--- config.mk ---
export PLATFORM = sky130hd
export DESIGN_NAME = simd_alu_result_stage
export DESIGN_NICKNAME = d
export VERILOG_FILES = /design/src/rtl/simd_alu_pkg.sv /design/src/rtl/simd_alu_sat_unit.sv /design/src/rtl/simd_alu_result_stage.sv
export SDC_FILE = /design/constraint.sdc
export NUM_CORES = 1
export LEC_CHECK = 0
export CAP_MARGIN = 20
export CORE_ASPECT_RATIO = 1.75
export CORE_MARGIN = 5
export CORE_UTILIZATION = 56
export CTS_BUF_LIST = sky130_fd_sc_hd__clkbuf_8
export CTS_CLUSTER_SIZE = 12
export DETAILED_ROUTE_END_ITERATION = 10
export PLACE_DENSITY = 0.93
export SLEW_MARGIN = 30
export SYNTH_ARGS = -nofsm -noshare
export SYNTH_HDL_FRONTEND = slang
export SYNTH_SLANG_ARGS = --single-unit
--- constraint.sdc ---
create_clock -name clk -period 12.1 [get_ports clk]
set_input_delay 1.21 -clock clk [delete_from_list [all_inputs] [get_ports clk]]
set_output_delay 1.21 -clock clk [all_outputs]
set_load 0.02 [all_outputs]
--- src/rtl/simd_alu_pkg.sv ---
// Shared types and helpers for the SIMD adder result path: lane modes, lane sizing, lane saturation limits.
package simd_alu_pkg;

  localparam int SIMD_DATA_W = 256;

  typedef enum logic [1:0] {
    MODE_8  = 2'd0,
    MODE_16 = 2'd1,
    MODE_32 = 2'd2,
    MODE_64 = 2'd3
  } data_mode_e;

  function automatic int lane_bytes(input logic [1:0] mode);
    return 1 << mode;
  endfunction

  // Limits are right-aligned in a 64-bit container, sized to the lane width of the mode.
  function automatic logic [63:0] lane_umax(input logic [1:0] mode);
    return (mode == MODE_64) ? '1 : ((64'h1 << (8 * lane_bytes(mode))) - 64'h1);
  endfunction

  function automatic logic [63:0] lane_smax(input logic [1:0] mode);
    return (64'h1 << (8 * lane_bytes(mode) - 1)) - 64'h1;
  endfunction

  function automatic logic [63:0] lane_smin(input logic [1:0] mode);
    return 64'h1 << (8 * lane_bytes(mode) - 1);
  endfunction

endpackage

--- src/rtl/simd_alu_sat_unit.sv ---
// Combinational per-lane saturation of a SIMD result using byte-granular ovf/udf flags.
// Lanes never straddle a 64-bit boundary, so each byte only looks inside its own 64-bit chunk.
module simd_alu_sat_unit
  import simd_alu_pkg::*;
#(
  parameter int DATA_W = SIMD_DATA_W
) (
  input  logic [DATA_W-1:0]   result,
  input  logic [DATA_W/8-1:0] ovf,
  input  logic [DATA_W/8-1:0] udf,
  input  logic [1:0]          data_mode,
  input  logic                is_signed,
  output logic [DATA_W-1:0]   sat_result
);

  localparam int NCHUNK = DATA_W / 64;

  // Byte b of a chunk: OR-reduce flags over its lane, then pick the saturated byte.
  // ovf wins over udf; only the lane's top byte differs between signed and unsigned limits.
  function automatic logic [7:0] sat_byte(input logic [63:0] d, input logic [7:0] o,
                                          input logic [7:0] u, input logic [1:0] mode,
                                          input logic sgn, input int b);
    int   lb, base;
    logic lo, lu, top;
    lb   = lane_bytes(mode);
    base = b & ~(lb - 1);
    lo   = 1'b0;
    lu   = 1'b0;
    for (int k = 0; k < 8; k++) begin
      if (k >= base && k < base + lb) begin
        lo = lo | o[k];
        lu = lu | u[k];
      end
    end
    top = (b == base + lb - 1);
    if (lo)      sat_byte = (sgn && top) ? 8'h7F : 8'hFF;
    else if (lu) sat_byte = (sgn && top) ? 8'h80 : 8'h00;
    else         sat_byte = d[8*b +: 8];
  endfunction

  for (genvar g = 0; g < NCHUNK; g++) begin : g_chunk
    for (genvar b = 0; b < 8; b++) begin : g_byte
      assign sat_result[64*g + 8*b +: 8] =
        sat_byte(result[64*g +: 64], ovf[8*g +: 8], udf[8*g +: 8], data_mode, is_signed, b);
    end
  end

endmodule

--- src/rtl/simd_alu_result_stage.sv ---
// Result FIFO between SIMD ALU issue and writeback, with sticky per-byte flag accumulators.
// Define SIMD_ALU_SAT_EN to saturate flagged lanes before storage; otherwise results wrap.
module simd_alu_result_stage
  import simd_alu_pkg::*;
#(
  parameter int DATA_W     = SIMD_DATA_W,
  parameter int FIFO_DEPTH = 4
) (
  input  logic                          clk,
  input  logic                          rst_n,
  input  logic                          in_valid,
  output logic                          in_ready,
  input  logic [DATA_W-1:0]             in_result,
  input  logic [DATA_W/8-1:0]           in_ovf,
  input  logic [DATA_W/8-1:0]           in_udf,
  input  logic [1:0]                    in_data_mode,
  input  logic                          in_signed,
  output logic                          out_valid,
  input  logic                          out_ready,
  output logic [DATA_W-1:0]             out_data,
  output logic [DATA_W/8-1:0]           out_ovf,
  output logic [DATA_W/8-1:0]           out_udf,
  output logic [$clog2(FIFO_DEPTH):0]   count,
  input  logic                          clr_sticky,
  output logic [DATA_W/8-1:0]           sticky_ovf,
  output logic [DATA_W/8-1:0]           sticky_udf
);

  localparam int NB = DATA_W / 8;
  localparam int AW = $clog2(FIFO_DEPTH);
  localparam int CW = AW + 1;

  logic [DATA_W-1:0] mem_data [FIFO_DEPTH];
  logic [NB-1:0]     mem_ovf  [FIFO_DEPTH];
  logic [NB-1:0]     mem_udf  [FIFO_DEPTH];
  logic [AW-1:0]     wr_ptr, rd_ptr;
  logic [DATA_W-1:0] wr_data;
  logic              push, pop;

  assign in_ready  = (count != CW'(FIFO_DEPTH));
  assign out_valid = (count != '0);
  assign push      = in_valid & in_ready;
  assign pop       = out_valid & out_ready;

`ifdef SIMD_ALU_SAT_EN
  simd_alu_sat_unit #(.DATA_W(DATA_W)) u_sat (
    .result     (in_result),
    .ovf        (in_ovf),
    .udf        (in_udf),
    .data_mode  (in_data_mode),
    .is_signed  (in_signed),
    .sat_result (wr_data)
  );
`else
  logic unused_mode;
  assign unused_mode = ^{in_data_mode, in_signed};
  assign wr_data     = in_result;
`endif

  // Storage is not reset; stale entries are hidden by count and output masking.
  always_ff @(posedge clk) begin
    if (push) begin
      mem_data[wr_ptr] <= wr_data;
      mem_ovf[wr_ptr]  <= in_ovf;
      mem_udf[wr_ptr]  <= in_udf;
    end
  end

  always_ff @(posedge clk) begin
    if (!rst_n) begin
      wr_ptr <= '0;
      rd_ptr <= '0;
      count  <= '0;
    end else begin
      if (push) wr_ptr <= wr_ptr + AW'(1);
      if (pop)  rd_ptr <= rd_ptr + AW'(1);
      case ({push, pop})
        2'b10:   count <= count + CW'(1);
        2'b01:   count <= count - CW'(1);
        default: count <= count;
      endcase
    end
  end

  // A clear on the same edge as a push keeps that push's flags.
  always_ff @(posedge clk) begin
    if (!rst_n) begin
      sticky_ovf <= '0;
      sticky_udf <= '0;
    end else if (push) begin
      sticky_ovf <= (clr_sticky ? '0 : sticky_ovf) | in_ovf;
      sticky_udf <= (clr_sticky ? '0 : sticky_udf) | in_udf;
    end else if (clr_sticky) begin
      sticky_ovf <= '0;
      sticky_udf <= '0;
    end
  end

  assign out_data = out_valid ? mem_data[rd_ptr] : '0;
  assign out_ovf  = out_valid ? mem_ovf[rd_ptr]  : '0;
  assign out_udf  = out_valid ? mem_udf[rd_ptr]  : '0;

endmodule

==> reports/metrics.yaml <==
area_growth_pct: 24.0
cts.sinks: 1353
nets: 3359
power_density_mw_per_mm2: 225
cts_root_buf: "clkbuf_8"
ios: 717
die_h_um: 407
place_area_mm2: 0.0589
reg2reg_slack_ps: 8460
fmax_mhz: 173
nFillCells: 4770
fin_crit_sh_pct: 47.8
ir_drop_v: 0.000168
ant_nets: 0
synth_nets: 2559
mostFrequentLayoutCell: "edfxtp_1"
most-common-layout-cells: "edfxtp_1 (1,280), clkdlybuf4s50_1 (713), and2_1 (325)"
worst_pin_slew_ps: 1020
worstSetupPathType: "reg2out"
num_rows: 145
grt_max_degree: 169
period_needed_ps: 5790
required_ps: 10890
cap_violations: 0
status: "completed"
die_area_mm2: 0.0966
first_global_vias: 28600
antenna_found_initial: 38
multi_input_area_mm2: 0.0101
via_per_inst: 6.03
synth_area_mm2: 0.0506
grt_usage_pct: 26.7
start_util_pct: 56.5
worstSetupEndpointType: "output pin"
final-setup-viol-count: 0
fin_skew_ps: 53.3
synth-seq-area-share_pct: 78.9
hold_buffers: 0
hold_viol: 0
cts_resized: 0
cts_tree: "yes"
hp-class: "reg2reg"
synth_warnings: 0
drive_gt1_share_pct: 18.9
seq_area_mm2: 0.0399
cts_max_level: 4
ys_ff_latch: 1353
drt_iter0_markers: 2962
clkTransAtPathRegs_ps: 70
drt_wl_total_um: 131000
worst-path-max-fanout: 73
core_mm2: 0.0894
tns_ps: 0
dr.pass1.iters: 7
synth_cell_type_count: 25
maxSlewHeadroom_pct: 31.8
crit_path_start_kind: "flip-flop"
cts_made_buffers: 177
route.detailed.drc: 0
via_count: 26400
numPortBuffers: 713
gp_congestion: 0.823
stdcell_area_mm2: 0.0627
rsz0062_at_grt: "no"
grt_pass1_wl_um: 191000
clk_latency_ps: 890
wl_per_cell_um: 30.0
arrival_ps: 4580
slew_viol_final: 0
p_leak_nw: 20.1
avgSynthCellArea_um2: 22.7
cts_setup_buffers: 0
netlist_instances: 2225
die_w_um: 237
ctsLongestPathBuffers: 3
grt_overflow: 0
dpl.hpwl_um: 78300
## path summary, 6_finish.rpt
| path | from | end | cells after the start |
|---|---|---|---|
| max reg2reg | count[0]$_SDFFE_PN0P_ | mem_data[3][177]$_DFFE_PP_ | 4 |
| max | flip-flop | out_data[108] | 6 |
| min | sticky_udf[11]$_SDFF_PN0_ | sticky_udf[11]$_SDFF_PN0_ | 1 |
| min reg2reg | sticky_udf[11]$_SDFF_PN0_ | sticky_udf[11]$_SDFF_PN0_ | 1 |
## worst max-delay path: stages (launching register included)
cell             delay [ps]
dfxtp_4                 690
buf_6                   590
buf_12                  380
buf_16                  460
mux4_2                  580
and2_1                  310
clkdlybuf4s50_1         600
## registers in the layout (all words and copies together), names as in the netlist, named ones only
| register | count |
|---|---|
| mem_ovf | 128 |
| mem_udf | 128 |
| rd_ptr | 2 |
| sticky_ovf | 32 |
| mem_data | 1024 |
| wr_ptr | 2 |
| sticky_udf | 32 |
| count | 3 |
## routing by layer
metal	wire length [um]	part of all wire, %	GRT usage, %	vias up
li1	-	-	-	10800
met1	42200	32	31.0	13500
met2	68100	52	45.1	1751
met3	14700	11	9.03	296
met4	6260	4.8	12.5	20
met5	135	0.10	0	-
## power breakdown
group | total, mW | switching (mW) | internal [mW]
Sequential | 5.76 | 0.160 | 5.60
Combinational | 4.97 | 2.71 | 2.26
Clock | 3.39 | 1.72 | 1.68
## area by class of cell
cell class                 count  area share, %
clock buffer                 192           4.21
timing repair buffer         745           12.1
tap                         1176           2.35
antenna                       34          0.136
inverter                       6         0.0359
multi-input combinational    742           16.1
sequential                  1353           63.6
clock inverter               127           1.40
## cell usage after synthesis, drive strengths merged
cell type | n | share of area, %
edfxtp | 1280 | 76
a22o | 64 | 1.1
xnor2 | 2 | 0.035
xor2 | 1 | 0.017
and2 | 325 | 4.0
clkbuf | 49 | 0.36
or3b | 1 | 0.017
ha | 5 | 0.12
dfxtp | 73 | 2.9
buf | 75 | 0.76
nand4b | 1 | 0.017
mux4 | 320 | 14
inv | 6 | 0.045
mux2i | 2 | 0.040
fa | 1 | 0.040
o311ai | 1 | 0.017
nor2b | 1 | 0.012
and3 | 5 | 0.072
nand2 | 6 | 0.045
a21boi | 1 | 0.015
or3 | 2 | 0.025
o21ai | 4 | 0.040
## metrics by stage
step / power, mW / cells / setup WS [ps] / hold WS (ps) / utilization [%]
3_3_place_gp: 10.6 / 4015 / 6900 / 462 / 65.8
3_5_place_dp: 10.7 / 4016 / 6920 / 463 / 65.9
2_1_floorplan: 8.62 / 2225 / 2870 / 457 / -
6_report: 14.1 / 4375 / 6310 / 489 / 70.1
4_1_cts: 14.2 / 4335 / 5960 / 488 / 69.8
5_1_grt: 14.6 / 4367 / 5900 / 513 / 70.1
## logic make-up (layout without fill, tap and decap cells)
group	Yosys count	after routing	share of synthesized area, %
other cells	0	34	0
compound gates	70	70	1.18
simple gates	341	341	4.21
buf+inv	130	1070	1.17
flops	1353	1353	78.9
mux	322	322	14.3
fa+ha+maj	6	6	0.163
xor+xnor	3	3	0.0520
(Power assumes the default switching activity.)
